`config.mk`:
```
export PLATFORM = sky130hd
export DESIGN_NAME = intersection_cmd_sequencer
export DESIGN_NICKNAME = d
export VERILOG_FILES = /design/src/rtl/intersection_cmd_sequencer.sv
export SDC_FILE = /design/constraint.sdc
export NUM_CORES = 1
export LEC_CHECK = 0
export CAP_MARGIN = 30
export CORE_ASPECT_RATIO = 1.1
export CORE_MARGIN = 10
export CORE_UTILIZATION = 55
export CTS_BUF_LIST = sky130_fd_sc_hd__clkbuf_4
export DETAILED_ROUTE_END_ITERATION = 6
export PLACE_DENSITY_LB_ADDON = 0.12
export SETUP_SLACK_MARGIN = 0.2
export SLEW_MARGIN = 40
export SYNTH_ARGS = -nofsm -noshare
export SYNTH_HDL_FRONTEND = slang
export SYNTH_SLANG_ARGS = --single-unit
```
`constraint.sdc`:
```
create_clock -name clk -period 4.7 [get_ports clk]
set_clock_uncertainty 0.1 [all_clocks]
set_input_delay 0.705 -clock clk [delete_from_list [all_inputs] [get_ports clk]]
set_output_delay 0.705 -clock clk [all_outputs]
set_load 0.01 [all_outputs]
```
`src/rtl/intersection_cmd_sequencer.sv`:
```
`default_nettype none
// +----------------------------------------------------------------------------+
// | intersection_cmd_sequencer: FIFO-buffered car/display requests replayed as |
// | stable mode/plate plus a timed action pulse.              Rev 1.0          |
// +----------------------------------------------------------------------------+
module intersection_cmd_sequencer #(
  parameter int DEPTH     = 8,
  parameter int SETUP_CYC = 1,
  parameter int PULSE_CYC = 2,
  parameter int GAP_CYC   = 2
) (
  input  logic       clk,
  input  logic       rst_n,
  input  logic       req_valid,
  output logic       req_ready,
  input  logic [1:0] req_op,
  input  logic [4:0] req_plate,
  input  logic       disp_req,
  output logic [2:0] mode,
  output logic [4:0] plate_out,
  output logic       action,
  output logic       busy,
  output logic [3:0] fifo_count,
  output logic [7:0] drop_count
);

  localparam int AW = $clog2(DEPTH);
  localparam logic [4:0] c_depth    = 5'(DEPTH);
  localparam logic [3:0] c_setup_ld = 4'(SETUP_CYC - 1);
  localparam logic [3:0] c_pulse_ld = 4'(PULSE_CYC - 1);
  localparam logic [3:0] c_gap_ld   = 4'(GAP_CYC - 1);

  typedef enum logic [2:0] {
    S_IDLE  = 3'd0,
    S_SETUP = 3'd1,
    S_PULSE = 3'd2,
    S_GAP   = 3'd3,
    S_DISP  = 3'd4
  } state_t;

  state_t          r_state;
  logic [3:0]      r_cnt;
  logic [2:0]      r_mode;
  logic [4:0]      r_plate;
  logic            r_action;
  logic [7:0]      r_drop;
  logic [4:0]      r_count;
  logic [AW-1:0]   r_wr_ptr;
  logic [AW-1:0]   r_rd_ptr;
  logic [6:0]      r_mem [DEPTH];

  logic            w_take;
  logic            w_zero_add;
  logic            w_push;
  logic            w_drop;
  logic            w_pop;
  logic [6:0]      w_head;

  assign req_ready  = rst_n && (r_count < c_depth);
  assign w_take     = req_valid && req_ready;
  assign w_zero_add = req_op[1] && (req_plate == 5'd0);
  assign w_push     = w_take && !w_zero_add;
  assign w_drop     = w_take && w_zero_add;
  assign w_pop      = (r_state == S_IDLE) && !disp_req && (r_count != 5'd0);
  assign w_head     = r_mem[r_rd_ptr];

  always_ff @(posedge clk) begin
    if (w_push) begin
      r_mem[r_wr_ptr] <= {req_op, req_plate};
    end
  end

  // Pointers wrap naturally because DEPTH is a power of two.
  always_ff @(posedge clk or negedge rst_n) begin
    if (!rst_n) begin
      r_wr_ptr <= '0;
      r_rd_ptr <= '0;
      r_count  <= 5'd0;
      r_drop   <= 8'd0;
    end else begin
      if (w_push) r_wr_ptr <= r_wr_ptr + 1'b1;
      if (w_pop)  r_rd_ptr <= r_rd_ptr + 1'b1;
      case ({w_push, w_pop})
        2'b10:   r_count <= r_count + 5'd1;
        2'b01:   r_count <= r_count - 5'd1;
        default: r_count <= r_count;
      endcase
      if (w_drop && (r_drop != 8'hFF)) r_drop <= r_drop + 8'd1;
    end
  end

  always_ff @(posedge clk or negedge rst_n) begin
    if (!rst_n) begin
      r_state  <= S_IDLE;
      r_cnt    <= 4'd0;
      r_mode   <= 3'b000;
      r_plate  <= 5'd0;
      r_action <= 1'b0;
    end else begin
      case (r_state)
        S_IDLE: begin
          if (disp_req) begin
            r_state <= S_DISP;
            r_mode  <= 3'b100;
            r_plate <= 5'd0;
          end else if (r_count != 5'd0) begin
            r_state <= S_SETUP;
            r_mode  <= {1'b0, w_head[6:5]};
            r_plate <= w_head[6] ? w_head[4:0] : 5'd0;
            r_cnt   <= c_setup_ld;
          end
        end
        S_SETUP: begin
          if (r_cnt == 4'd0) begin
            r_state  <= S_PULSE;
            r_action <= 1'b1;
            r_cnt    <= c_pulse_ld;
          end else begin
            r_cnt <= r_cnt - 4'd1;
          end
        end
        S_PULSE: begin
          if (r_cnt == 4'd0) begin
            r_state  <= S_GAP;
            r_action <= 1'b0;
            r_cnt    <= c_gap_ld;
          end else begin
            r_cnt <= r_cnt - 4'd1;
          end
        end
        S_GAP: begin
          if (r_cnt == 4'd0) begin
            r_state <= S_IDLE;
          end else begin
            r_cnt <= r_cnt - 4'd1;
          end
        end
        S_DISP: begin
          if (!disp_req) begin
            r_state <= S_IDLE;
            r_mode  <= 3'b000;
            r_plate <= 5'd0;
          end
        end
        default: begin
          r_state  <= S_IDLE;
          r_action <= 1'b0;
        end
      endcase
    end
  end

  assign mode       = r_mode;
  assign plate_out  = r_plate;
  assign action     = r_action;
  assign busy       = (r_state != S_IDLE);
  assign drop_count = r_drop;
  // A full 16-deep FIFO cannot be shown in four bits, so it reads as 15.
  assign fifo_count = r_count[4] ? 4'hF : r_count[3:0];

endmodule
`default_nettype wire

```
Word-level counts from Yosys, hierarchy flattened
Memories as Yosys holds them, arrays and structs flattened.
Index checks and enable logic that the tools add are counted.

storage, ports and cells
  register bits = 35
  RAM bits = 56
  input bits = 11
  memories = 1
  word-level logic and storage cells = 84

memory list
  name   words  bits a word  read ports  clocked after Yosys merged registers in  wr ports  line  RTL
  r_mem  8      7            1           0                                        1         50    logic [6:0] r_mem [DEPTH];

operators by class
  $lt $le $gt $ge = 1
  reductions and logical operators = 24
  multiplexer cells = 27
  equality and inequality tests = 15
  $add $sub $neg = 6
  bitwise operators = 1

operators with widths
  cell                                                        number
  two-way mux 3 bit                                           8
  two-way mux 4 bit                                           5
  two-way mux 5 bit                                           4
  case mux 5 bit (2 select lines)                             2
  case mux 3 bit (5 select lines)                             1
  != test 2 bit, second input constant                        6
  case mux 4 bit (3 select lines)                             1
  adder 8 x 1 -> 8 bit, second input constant                 1
  logical AND 1 bit                                           8
  != test 8 bit, second input constant                        1
  adder 3 x 1 -> 3 bit, second input constant                 2
  equality test 3 x 2 -> 1 bit, second input constant         2
  case mux 3 bit (2 select lines)                             1
  AND reduction 3 bit                                         2
  nonzero test 3 bit                                          2
  adder 5 x 1 -> 5 bit, second input constant                 1
  logical NOT 5 bit                                           1
  less-than comparator 5 x 4 -> 1 bit, second input constant  1
  AND reduction 5 bit                                         1
  nonzero test 5 bit                                          1
  subtractor 5 x 1 -> 5 bit, second input constant            1
  logical NOT 4 bit                                           1
  two-way mux 1 bit                                           4
  AND reduction 4 bit                                         1
  other kinds (14)                                            16

Longest topological paths before layout
Gate-level depths: netlist (run 1).

  word-level depth = 6
  depth in mapped cells = 11
  depth with buffers taken out = 10

Least setup slack after synthesis (run 1)
OpenSTA, ideal clock, no wires.

  kind = input-to-reg
  start = input port req_valid
  end = register r_count[4]
  path slack = 1.943 ns
  data arrival time = 2.532 ns
  path buffers = 1
  stages on the path = 11
  cell sequence = and4bb_2 -> a21boi_2 -> inv_1 -> ha_1 -> clkbuf_1 -> xor2_1 -> ha_1 -> o21a_1 -> o21ai_0 -> a22oi_1 -> xnor2_1

on the way
  word-level cells in the longest chain between the ends = 4

RTL lines
  element                                                                line  RTL
  start: declaration                                                     14    input logic req_valid,
  logical AND 1 bit (*)                                                  60    assign w_take = req_valid && req_ready;
  logical AND 1 bit (*)                                                  62    assign w_push = w_take && !w_zero_add;
  equality test 2 x 1 -> 1 bit or equality test 2 bit (tied branches)    83    case ({w_push, w_pop})
  case mux 5 bit (2 select lines) or nonzero test 2 bit (tied branches)  --
  end signal: assignment                                                 84    2'b10: r_count <= r_count + 5'd1;
  end signal: assignment                                                 85    2'b01: r_count <= r_count - 5'd1;
  end signal: assignment                                                 86    default: r_count <= r_count;
  end: declaration                                                       47    logic [4:0] r_count;

Mark *: on every way between the ends. The rest lies on a longest branch, timed or not.
A chain may end at the register's enable or synchronous reset.

Worst setup path after layout (run 1)
  start = input port req_plate[1]
  end = register r_count[4]

on the way
  word-level cells in the longest chain between the ends = 6

RTL lines
  element                                                                line  RTL
  start: declaration                                                     17    input logic [4:0] req_plate,
  logical NOT 5 bit (*)                                                  61    assign w_zero_add = req_op[1] && (req_plate == 5'd0);
  logical AND 1 bit (*)                                                  61
  logical NOT 1 bit (*)                                                  62
  logical AND 1 bit (*)                                                  62
  equality test 2 x 1 -> 1 bit or equality test 2 bit (tied branches)    83
  case mux 5 bit (2 select lines) or nonzero test 2 bit (tied branches)  --

Marked as above.

==> results.toml, run 1 <==
[clock_tree]
postCtsHoldBufs = 0
clk_pin_slew_worst_paths_ps = 140
cts_root_buf = "clkbuf_4"
cts_tree = "done"
ctsResizeCount = 0
cts_inserted_buffers = 9
clockBufferDepth = 2
clock_latency_ps = 420
postCtsSetupBuffers = 0
htreeDepth = 3
cts_sinks = 91

[final_layout]
synthToLayoutAreaGrowth_pct = 15.2
diodes = 0
seqCellArea_um2 = 2560
multi_input_comb_area_um2 = 1450
final_cells = 409
fin_nets = 339
final_cell_area_um2 = 4700
n_fill_cell = 538
drive_above_1_share_pct = 19.1

[route]
drtPass1Iterations = 4
detail-route-antenna-nets = 0
vias = 2382
routed_wl_mm = 7.58
wl_per_cell_um = 18.5
detail_route.drc_violations = 0
first_iter_violations = 97
vias_per_cell = 5.82

[global_route]
grt_overflow = 0
grt_pass1_wl_mm = 12.1
grt_start_max_net_pins = 37
grt_pass1_vias = 2378
antenna_found_initial = 0
grt_usage_pct = 14.4

[synth]
ys.flop_type = "edfxtp_1"
synth.most_common_cell = "edfxtp_1"
yosysTopAreaCell = "edfxtp_1"
synth_edf_count = 56
synth_commonest_cells = "56 x edfxtp_1, 35 x dfrtp_1, 21 x nand2_1"
synth.avg_cell_area_um2 = 14.7
synth_top_area_share_pct = 41.2
synth_cell_type_count = 55
synth_fp_nets = 298
async_flop_share_pct = 38.5
ys_seq_elements = 91
syn_inst = 278
synth.area.top_cells = "edfxtp_1 41%, dfrtp_1 21%, mux4_2 7.2%, xor2_1 2.8%, ha_1 2.8%"
ys_seq_area_share_pct = 62.6
syn_area_um2 = 4080
ys_warn_count = 0

[placement]
placed_cell_area_um2 = 4530
place.gp.congestion = 0.809
dpl.hpwl_mm = 5.27
port_buffers = 33
dp.cells = 393

[worst_setup_path]
path_delay_family = "buffers and inverters"
required_ps = 4920
critPathSlowestCell = "clkdlybuf4s50_1"
path_common_cell = "ha_1"
start_kind = "primary input"
cpPeakStageDelay_ps = 570
cp.depth = 11
cp.arrival_ps = 3300
ff2ff_path_depth = 9
end_kind = "flop"
critical_path_class = "primary input to flop"
crit_buf_inv = 2
cp_cell_sequence = "clkdlybuf4s50_1 > nor4_4 > a21boi_2 > inv_1 > ha_1 > xor2_1 > ha_1 > o21a_1 > o21ai_0 > a22oi_1 > xnor2_1"
path_max_fanout = 9

[sta]
fmax_mhz = 325
final-setup-viol-count = 0
finalHoldViolCount = 0
fin_tns_setup_ps = 0
rsz0062_at_grt = "no"
worstMarginPinSlew_ps = 873
finalMaxSlewViolations = 0
min_period_ps = 3070
period_share_pct = 65.4
max_slew_margin_pct = 41.6

[flow_run]
max-cap-violations = 0

[pwr]
p_per_area_nw_per_um2 = 543
p_leak_nw = 1.75
ir_drop_mv = 0.267

[floorplan]
start_util_pct = 57.3
row_count = 32
die_y_um = 110
dieArea_um2 = 11300
fp.dieW_um = 102
pin_count = 34
core_area_um2 = 7130

[worst_hold_path]
min_path_type = "primary input to async pin"

[run_status]
status = "completed"
-- layout by cell type, fill, tap and decap left out, drive strengths merged, types with 3 or more instances in the layout --
cell type,synthesis,layout
edfxtp,56,56
dfrtp,35,35
clkdlybuf4s50,0,32
nand2,21,21
nor2,13,13
xor2,13,13
mux4,13,13
buf,9,11
clkbuf,4,10
ha,9,9
nor3,9,9
o21ai,8,8
nor3b,7,7
mux2i,7,7
inv,6,7
mux2,5,5
xnor2,5,5
nor4,5,5
a21oi,4,4
nand3,4,4
or2,3,3
nor2b,3,3
nor4b,3,3
a22o,3,3
-- cells by family after synthesis --
group,Yosys count,synth area share (%)
AO/OA/AOI/OAI,36,6.74
XOR/XNOR,18,3.86
adder cells (fa/ha/maj),9,2.76
buffers and inverters,19,2.11
flip-flops,91,62.6
multiplexers,25,10.3
AND/OR/NAND/NOR,80,11.6
-- report_power, final --
group	internal, mW	total (mW)	leakage [nW]	switching [mW]
combinational	0.490	0.868	0.713	0.379
sequential	0.969	1.20	0.953	0.234
clock	0.223	0.481	0.0846	0.258
total	1.68	2.55	1.75	0.871
-- final timing paths --
| path | slack (ps) | endpoint | from |
|---|---|---|---|
| worst max-delay path | 1630 | r_count[4]$_DFFE_PN0P_ | req_plate[1] |
| worst min-delay path | 250 | plate_out[0]$_DFFE_PN0P_ | rst_n |
| worst max register to register | 1710 | r_count[4]$_DFFE_PN0P_ | r_state[2]$_DFFE_PN0P_ |
| worst min register to register | 400 | mode[1]$_DFFE_PN0P_ | mode[1]$_DFFE_PN0P_ |
| max in group asynchronous | 3900 | r_rd_ptr[0]$_DFFE_PN0P_ | rst_n |
| min in group clk | 400 | mode[1]$_DFFE_PN0P_ | mode[1]$_DFFE_PN0P_ |
-- cell type report --
class	count	area share (%)
clock inverters	6	1.89
repair buffers	43	8.52
clock buffers	10	1.60
inverters	6	0.479
multi-input cells	168	30.8
well taps	85	2.26
flip-flops and latches	91	54.4
-- worst register-to-register path, stage by stage (launching register included) --
cell,delay [ps]
dfrtp_1,540
or3_4,470
a211oi_4,430
ha_1,430
xor2_1,110
ha_1,220
o21a_1,170
o21ai_0,150
a22oi_1,130
xnor2_1,140
-- through the flow --
stage	util [%]	power [mW]	worst slack, ps	hold slack [ps]
3_5_place_dp	63.6	2.09	1210	373
5_1_grt	66.0	2.72	1430	251
6_report	66.0	2.55	1630	251
3_3_place_gp	63.5	2.07	1320	359
2_1_floorplan	-	1.80	1940	309
4_1_cts	65.9	2.57	1690	247
-- per-layer routing --
metal | part of all wire [%] | up-vias | global-route usage, %
li1 | - | 1138 | -
met1 | 46 | 1179 | 19.3
met2 | 48 | 55 | 21.8
met3 | 4.6 | 10 | 3.11
met4 | 1.5 | 0 | 7.06
met5 | 0 | - | 0
-- state kept, by name, indices dropped and copies added, names as in the netlist --
| signal | count |
|---|---|
| r_wr_ptr | 3 |
| r_cnt | 4 |
| action | 1 |
| mode | 3 |
| plate_out | 5 |
| r_rd_ptr | 3 |
| r_mem | 56 |
| drop_count | 8 |
| r_state | 3 |
| r_count | 5 |
No activity file was read; power rests on OpenSTA's default activity.
==> run 2, diff against run 1 <==
CORE_UTILIZATION = 54   (was 55)
clock period = 2.6 ns   (was 4.7 ns; I/O delays follow)
==> results.toml, run 2 (synthesized netlist as in run 1, its figures left out) <==
[global_route]
grt_usage_pct = 14.4
antenna_found_initial = 0
grt_start_max_net_pins = 36
grt_overflow = 0
grt_pass1_wl_mm = 12.8
grt_pass1_vias = 2518

[final_layout]
layout_commonest_cell = "edfxtp_1"
utilization_pct = 66.1
top_register = "r_mem"
diodes = 0
largest_reg_flops = 56
drive_above_1_share_pct = 26.1
layout_common_cells = "56 x edfxtp_1, 34 x buf_4, 33 x dfrtp_1, 31 x clkdlybuf4s50_1, 21 x nand2_1"
n_fill_cell = 539
synthToLayoutAreaGrowth_pct = 19.6
fin_nets = 363

[clock_tree]
htreeDepth = 3
cts_sinks = 91
cts_inserted_buffers = 9
clock_latency_ps = 420
cts_tree = "done"
clockBufferDepth = 2
clk_pin_slew_worst_paths_ps = 150
cts_root_buf = "clkbuf_4"

[sta]
rsz0062_at_grt = "yes"
min_period_ps = 2310
period_share_pct = 88.9
final-setup-viol-count = 0
max_slew_margin_pct = 49.2
finalMaxSlewViolations = 0
hold_ws_ps = 61.7
fmax_mhz = 432
finalHoldViolCount = 0
fin_tns_setup_ps = 0
worstMarginPinSlew_ps = 763

[placement]
place.gp.congestion = 0.831
port_buffers = 33
dpl.hpwl_mm = 5.47

[floorplan]
row_count = 33
fp.dieW_um = 103
start_util_pct = 55.2
core_area_um2 = 7390
die_y_um = 111
pin_count = 34
dieArea_um2 = 11400

[worst_setup_path]
path_delay_family = "compound AO/OA/AOI/OAI gates"
required_ps = 2850
critPathSlowestCell = "or3_4"
path_max_fanout = 3
critical_path_class = "flop to flop"
end_kind = "flop"
path_common_cell = "ha_2"
cp.arrival_ps = 2560
cp_cell_sequence = "or3_4 > a211oi_4 > ha_2 > xor2_1 > ha_2 > o21a_1 > o21ai_1 > a22oi_1 > xnor2_1"
start_kind = "flop"
crit_buf_inv = 0
cpPeakStageDelay_ps = 410

[pwr]
p_per_area_nw_per_um2 = 961
ir_drop_mv = 0.474
p_leak_nw = 1.88

[worst_hold_path]
min_path_type = "primary input to async pin"

[route]
routed_wl_mm = 7.82
drtPass1Iterations = 4
detail_route.drc_violations = 0
first_iter_violations = 148
detail-route-antenna-nets = 0
vias_per_cell = 5.68
wl_per_cell_um = 18.0
vias = 2472

[run_status]
status = "completed"

[flow_run]
max-cap-violations = 0
==> run 2: cell types whose count changed in the layout (fill, tap and decap cells not counted), sizes merged <==
cell and change:
buf +24, bufinv -1, clkbuf -1, clkdlybuf4s50 -1, clkinv +2, clkinvlp -1
dlymetal6s2s +1, inv +1
==> run 2: final timing paths <==
path,startpoint,end,slack [ps],cells after the start
setup / recovery,r_state[0]$_DFFE_PN0P_,r_count[4]$_DFFE_PN0P_,290,9
hold reg to reg,mode[1]$_DFFE_PN0P_,mode[1]$_DFFE_PN0P_,390,2
min in group clk,mode[1]$_DFFE_PN0P_,mode[1]$_DFFE_PN0P_,390,2
hold / removal,rst_n,r_count[2]$_DFFE_PN0P_,60,3
max in group asynchronous,rst_n,r_count[3]$_DFFE_PN0P_,2000,3
setup reg to reg,r_state[0]$_DFFE_PN0P_,r_count[4]$_DFFE_PN0P_,290,9
==> run 2: area by class of cell <==
class	count	area, um^2	share of cell area [%]
Inverter	6	22.5	0.461
Clock inverter	7	75.1	1.54
Tap cell	87	109	2.23
Timing Repair Buffer	67	583	11.9
Multi-Input combinational cell	168	1470	30.0
Sequential cell	91	2560	52.4
Clock buffer	9	67.6	1.38
==> run 2: power breakdown <==
group / switching [mW] / internal, mW / total, mW
Clock: 0.481 / 0.301 / 0.782
Combinational: 0.819 / 1.02 / 1.84
Sequential: 0.317 / 1.75 / 2.07
==> run 2: timing repair <==
action                     4_1_cts  5_1_grt
setup buffers                    0        3
pin swaps                        0        8
setup endpoints to repair        1        4
gates cloned                     0        0
hold buffers                     0        0
gates resized for setup          2        8
==> run 2: worst min-delay path, delay by kind of cell <==
| kind | cells | cell delay [ps] |
|---|---|---|
| buffers and inverters | 3 | 640 |
==> run 2: per-layer routing <==
metal | vias to the layer above | share of wire (%) | wire length (um) | global-route usage [%]
met1 | 1222 | 46 | 3560 | 19.6
met2 | 51 | 48 | 3780 | 21.8
met3 | 11 | 4.1 | 323 | 2.81
met5 | - | 0 | 0 | 0
met4 | 0 | 2.0 | 153 | 6.04
li1 | 1188 | - | - | -
==> run 2: stage by stage <==
| stage | total power [mW] | cell area, um^2 | cells | worst slack (ps) |
|---|---|---|---|---|
| after floorplan | 3.27 | 4100 | 278 | -51.7 |
| after global placement | 3.86 | 4690 | 416 | -78.7 |
| after detailed placement | 3.90 | 4690 | 416 | -124 |
| after CTS | 4.70 | 4840 | 432 | 195 |
| after global routing | 5.02 | 4880 | 435 | 164 |
| final | 4.69 | 4880 | 435 | 288 |
==> run 3, diff against run 2 <==
PLACE_DENSITY_LB_ADDON = 0.25   (was 0.12)
==> results.toml, run 3 (synthesized netlist as in run 1, its figures left out) <==
[final_layout]
n_fill_cell = 529
top_register = "r_mem"
utilization_pct = 65.6
synthToLayoutAreaGrowth_pct = 18.8
diodes = 0
layout_common_cells = "56 x edfxtp_1, 34 x dfrtp_1, 32 x clkdlybuf4s50_1, 31 x buf_4, 21 x nand2_1"
fin_nets = 361
layout_commonest_cell = "edfxtp_1"
final_cell_area_um2 = 4850
largest_reg_flops = 56
drive_above_1_share_pct = 24.9

[placement]
dpl.hpwl_mm = 5.26
place.gp.congestion = 0.809
port_buffers = 33
place_ws_ps = -206
placed_cell_area_um2 = 4660

[sta]
min_period_ps = 2410
rsz0062_at_grt = "yes"
hold_ws_ps = 397
finalHoldViolCount = 0
finalMaxSlewViolations = 0
final-setup-viol-count = 0
period_share_pct = 92.5
fmax_mhz = 416
max_slew_margin_pct = 51.7
worst_slack_ps = 195
worstMarginPinSlew_ps = 725

[global_route]
grt_use_met2_pct = 21.1
grt_pass1_wl_mm = 12.7
grt_overflow = 0
grtUsageMet1_pct = 19.9
grt_start_max_net_pins = 36
grtUsageMet3_pct = 2.68
grt_pass1_vias = 2463
grt_usage_pct = 14.2
antenna_found_initial = 0
top_usage_layer = "met2"

[floorplan]
core_area_um2 = 7390
row_count = 33
die_y_um = 111
start_util_pct = 55.2
dieArea_um2 = 11400
pin_count = 34
fp.dieW_um = 103

[route]
drtPass1Iterations = 4
routed_wl_mm = 7.53
vias = 2460
detail_route.drc_violations = 0
wl_per_cell_um = 17.4
vias_per_cell = 5.68
detail-route-antenna-nets = 0
first_iter_violations = 119

[clock_tree]
clockBufferDepth = 2
clock_latency_ps = 430
cts_sinks = 91
clk_pin_slew_worst_paths_ps = 140
cts_root_buf = "clkbuf_4"
htreeDepth = 3
cts_tree = "done"
cts_inserted_buffers = 9

[flow_run]
max-cap-violations = 0

[worst_hold_path]
min_path_type = "flop to flop"

[worst_setup_path]
required_ps = 2860
start_kind = "flop"
end_kind = "flop"
cp.arrival_ps = 2670
critical_path_class = "flop to flop"
path_max_fanout = 4

[pwr]
total_power_mw = 4.59
p_leak_nw = 1.84
p_per_area_nw_per_um2 = 945
ir_drop_mv = 0.445

[run_status]
status = "completed"
-- run 3: per-layer routing --
metal / vias to the layer above / share of wire (%)
met5: - / 0
met4: 0 / 1.7
met3: 10 / 5.2
met2: 59 / 47
met1: 1209 / 46
li1: 1182 / -
-- run 3: power breakdown --
part           internal [mW]  total (mW)  switching (mW)
registers               1.75        2.06           0.307
clock network          0.210       0.668           0.458
logic                   1.02        1.86           0.836
total                   2.98        4.59            1.60
-- run 3: critical path, cell delays in order (launching register included) --
cell and delay, ps:
dfrtp_1 460, and4bb_2 350, a21boi_2 180, inv_1 90
ha_4 180, buf_4 130, ha_1 310, a31o_2 210
a22oi_1 190, xnor2_1 140
-- run 3: stage by stage --
step | cells | TNS (ps)
floorplan | 278 | -71.9
global placement | 412 | -51.7
detailed placement | 412 | -420
CTS | 433 | 0
global route | 433 | 0
finish | 433 | 0
-- run 3: final cells by class --
class / count / area (um^2) / share of cell area (%)
inverters: 6 / 22.5 / 0.464
clock inverters: 6 / 42.5 / 0.877
repair buffers: 65 / 568 / 11.7
multi-input cells: 168 / 1480 / 30.4
well taps: 87 / 109 / 2.24
flip-flops and latches: 91 / 2560 / 52.7
clock buffers: 10 / 75.1 / 1.55
-- run 3: path summary, 6_finish.rpt --
| check | slack (ps) | start | to | cells after the start |
|---|---|---|---|---|
| worst max-delay path | 190 | r_count[3]$_DFFE_PN0P_ | r_count[4]$_DFFE_PN0P_ | 9 |
| worst max register to register | 190 | r_count[3]$_DFFE_PN0P_ | r_count[4]$_DFFE_PN0P_ | 9 |
| worst min register to register | 400 | plate_out[4]$_DFFE_PN0P_ | plate_out[4]$_DFFE_PN0P_ | 2 |
| max in group asynchronous | 1520 | rst_n | r_count[4]$_DFFE_PN0P_ | 3 |
| min in group asynchronous | 530 | rst_n | r_rd_ptr[0]$_DFFE_PN0P_ | 3 |
| worst min-delay path | 400 | plate_out[4]$_DFFE_PN0P_ | plate_out[4]$_DFFE_PN0P_ | 2 |
-- run 3: what timing repair did --
action | 4_1_cts | 5_1_grt
hold buffers | 1 | 0
pin swaps | 3 | 0
endpoints found under the hold margin | 31 | 0
setup endpoints to repair | 3 | 4
gates resized for setup | 4 | 2
buffers inserted | 4 | 0
==> edit, RTL diff (flow settings as in run 2) <==
Make the reset (`rst_n`) synchronous in 2 clocked blocks.
--- a/src/rtl/intersection_cmd_sequencer.sv
+++ b/src/rtl/intersection_cmd_sequencer.sv
@@ -71,7 +71,7 @@
   end
 
   // Pointers wrap naturally because DEPTH is a power of two.
-  always_ff @(posedge clk or negedge rst_n) begin
+  always_ff @(posedge clk) begin
     if (!rst_n) begin
       r_wr_ptr <= '0;
       r_rd_ptr <= '0;
@@ -89,7 +89,7 @@
     end
   end
 
-  always_ff @(posedge clk or negedge rst_n) begin
+  always_ff @(posedge clk) begin
     if (!rst_n) begin
       r_state  <= S_IDLE;
       r_cnt    <= 4'd0;
Behaviour: differs if rst_n is asserted again (counterexample within 4 cycles, from zero or initial values and one cycle with rst_n low); with rst_n held inactive, the same outputs for 10 cycles.
==> edit against run 2 <==
Power down 16%. Final cell count up 5.3%. Routed wire length increased by 7.0%. Cell area rose by 1.2%. Critical endpoint is now r_count[4]$_SDFFE_PN0P_. Largest cell class unchanged. Count of clock-buffer cells in the layout is 1 higher. Sequential cell count is 3 higher. Via count up 5.8%. Die area up 0.52%. Synthesized area grew 0.64%. Worst setup slack got worse by 0.13 ns. Critical path depth is 1 higher. Highest routed layer unchanged. Sequential power decreased by 13%.
==> edit: results (changes against run 2) <==
| Metric | Value |
|---|---|
| Beginning of the worst hold path | r_cnt[1]$_SDFFE_PN0P_ |
| H-tree depth | 3 (unchanged) |
| Beginning of the worst register-to-register path | r_state[0]$_SDFFE_PN0P_ (was r_state[0]$_DFFE_PN0P_) |
| Placement Cell Area | 4768 um^2 (was 4695 um^2) |
| # nets final | 386 (was 363) |
| Number of global-route vias before repair | 2548 (was 2518) |
| Dominant synthesized flop cell | edfxtp_1 (unchanged) |
| Cell leakage power | 1.710 nW (was 1.879 nW) |
| Share of the yosys chip area belonging to registers | 0.5944 (was 0.6264) |
| Cell depth of the worst min-delay path | 2 |
| Net count of the mapped netlist | 320 (was 298) |
| CTS clock-pin slew for the worst setup and hold paths | 0.14 ns |
| Total global-route track usage | 0.1484 (was 0.1438) |
| First-pass GRT wire length | 13140 um (was 12760 um) |
| Worst Hold Class | flop to flop (was input port to asynchronous set/reset pin) |
| Largest fanout on the critical path | 4 (was 3) |
| Register-to-register setup slack | 0.15 ns (was 0.29 ns) |
| Worst path slowest cell | or3_4 (unchanged) |
| Total inserted antenna cells | 0 (unchanged) |
| Number of warnings printed during yosys synthesis | 0 (unchanged) |
| Async set-reset flop share out of synthesis | 0 (was 0.3846) |
| Port Buffers | 33 (unchanged) |
| Stage delay of the slowest cell on the critical path | 0.41 ns (about the same) |
| Post-synth EDFFs | 56 (unchanged) |
| Half-perimeter wire length after placement | 5831 um (was 5468 um) |
| Register containing the most flip-flops in the final layout | r_mem (unchanged) |
| IR drop worst, VDD | 0.0004108 V (was 0.0004743 V) |
| Drt via density | 5.710 (was 5.683) |
| Total CTS buffers | 9 (unchanged) |
| Power drawn by the clock network | 0.838 mW (was 0.782 mW) |
| Worst hold slack | 0.3759 ns (was 0.06170 ns) |
| Post-DR wirelength/cell | 18.26 um (was 17.97 um) |
| Sequential power share | 0.459 (was 0.442) |
| Pin count of the biggest net entering global routing | 24 (was 36) |
| Largest cells by area after synthesis | edfxtp_1 41%, dfxtp_1 19%, mux4_2 7.7% (was edfxtp_1 41%, dfrtp_1 21%, mux4_2 7.2%) |
| Post-synth top cells | 56 x edfxtp_1, 38 x dfxtp_1, 28 x nor2_1, 16 x nand2_1, 14 x mux4_2 (was 56 x edfxtp_1, 35 x dfrtp_1, 21 x nand2_1) |
| Post-synth cell types | 54 (was 55) |
| Clock latency on the worst-skew pair | 0.46 ns (was 0.42 ns) |
| R2R cell count | 10 (was 9) |
| Crit path max-delay family | compound AO/OA/AOI/OAI gates (unchanged) |
| Worst reg2reg endpoint | r_count[4]$_SDFFE_PN0P_ (was r_count[4]$_DFFE_PN0P_) |
| Result of the run | completed (unchanged) |
| Routability congestion estimate | 0.8039 (was 0.8306) |
| Arrival time at the worst endpoint | 2.68 ns (was 2.56 ns) |
| Transition time at the pin with the least slew margin | 0.7954 ns (was 0.7627 ns) |
| Sw Pwr | 1.247 mW (was 1.617 mW) |
| Share of cells above drive strength 1 | 0.2722 (was 0.2615) |
| Count of routing violations after the opening detailed-route iteration | 149 (was 148) |
-- edit: changes by cell type in the layout (fill, tap and decap cells not counted), moves of 5 or more --
| cell | delta |
|---|---|
| nand2_1 | -5 |
| mux2i_1 | +5 |
| xor2_1 | -5 |
| a21oi_1 | +5 |
| nor2_1 | +16 |
| dfrtp_1 | -33 |
| dfxtp_1 | +36 |
| o21ai_1 | -5 |
| o2bb2ai_1 | +6 |
-- edit: timing repair --
item / in CTS / in global routing
setup endpoints to repair: 3 / 4
gates resized for setup: 1 / 4
setup buffers: 1 / 0
pin swaps: 0 / 2
-- edit: routing by layer --
layer | share of wire | track usage | vias up
met5 | 0 | 0 | -
met3 | 0.054 | 0.02907 | 11
met2 | 0.48 | 0.2230 | 76
li1 | - | - | 1260
met4 | 0.018 | 0.06314 | 0
met1 | 0.44 | 0.2033 | 1268
-- edit: layout make-up --
type | count | area [um^2]
repair buffers | 71 | 618.1
flip-flops and latches | 94 | 2445
inverters | 7 | 26.28
well taps | 87 | 108.9
clock inverters | 6 | 75.07
clock buffers | 10 | 75.07
fillers | 569 | 2492
multi-input cells | 183 | 1592
-- edit: worst max-delay path by stage --
stage,startpoint,to,slack [ns],cells after the start
6_report,r_state[0]$_SDFFE_PN0P_,r_count[4]$_SDFFE_PN0P_,0.15,10
5_1_grt,r_state[0]$_SDFFE_PN0P_,r_count[2]$_SDFFE_PN0P_,0.06,9
4_1_cts,r_state[0]$_SDFFE_PN0P_,r_count[4]$_SDFFE_PN0P_,0.20,10
3_5_place_dp,req_plate[1],r_count[4]$_SDFFE_PN0P_,-0.27,11
3_3_place_gp,req_plate[1],r_count[4]$_SDFFE_PN0P_,-0.19,11
2_1_floorplan,r_state[0]$_SDFFE_PN0P_,r_count[4]$_SDFFE_PN0P_,0.01,12
-- edit: stage by stage --
step	cells	power (mW)	TNS [ns]	setup slack, ns
3_3_place_gp	441	3.058	-0.4529	-0.1870
6_report	458	3.925	0	0.1530
4_1_cts	458	3.939	0	0.1984
2_1_floorplan	300	2.651	0	0.01077
3_5_place_dp	441	3.095	-0.7217	-0.2740
5_1_grt	458	4.143	0	0.06497
-- edit: logic make-up after synthesis --
logic type | Yosys count | synth area share
adder cells (fa/ha/maj) | 9 | 0.02741
buffers and inverters | 23 | 0.02558
flip-flops | 94 | 0.5944
multiplexers | 27 | 0.1087
XOR/XNOR | 15 | 0.03197
AND/OR/NAND/NOR | 89 | 0.1291
AO/OA/AOI/OAI | 43 | 0.08283
-- edit: worst min-delay path, cell delays in order, from the launching register on --
cell and delay (ns):
dfxtp_1 0.35, nand2_1 0.05, a21oi_1 0.05
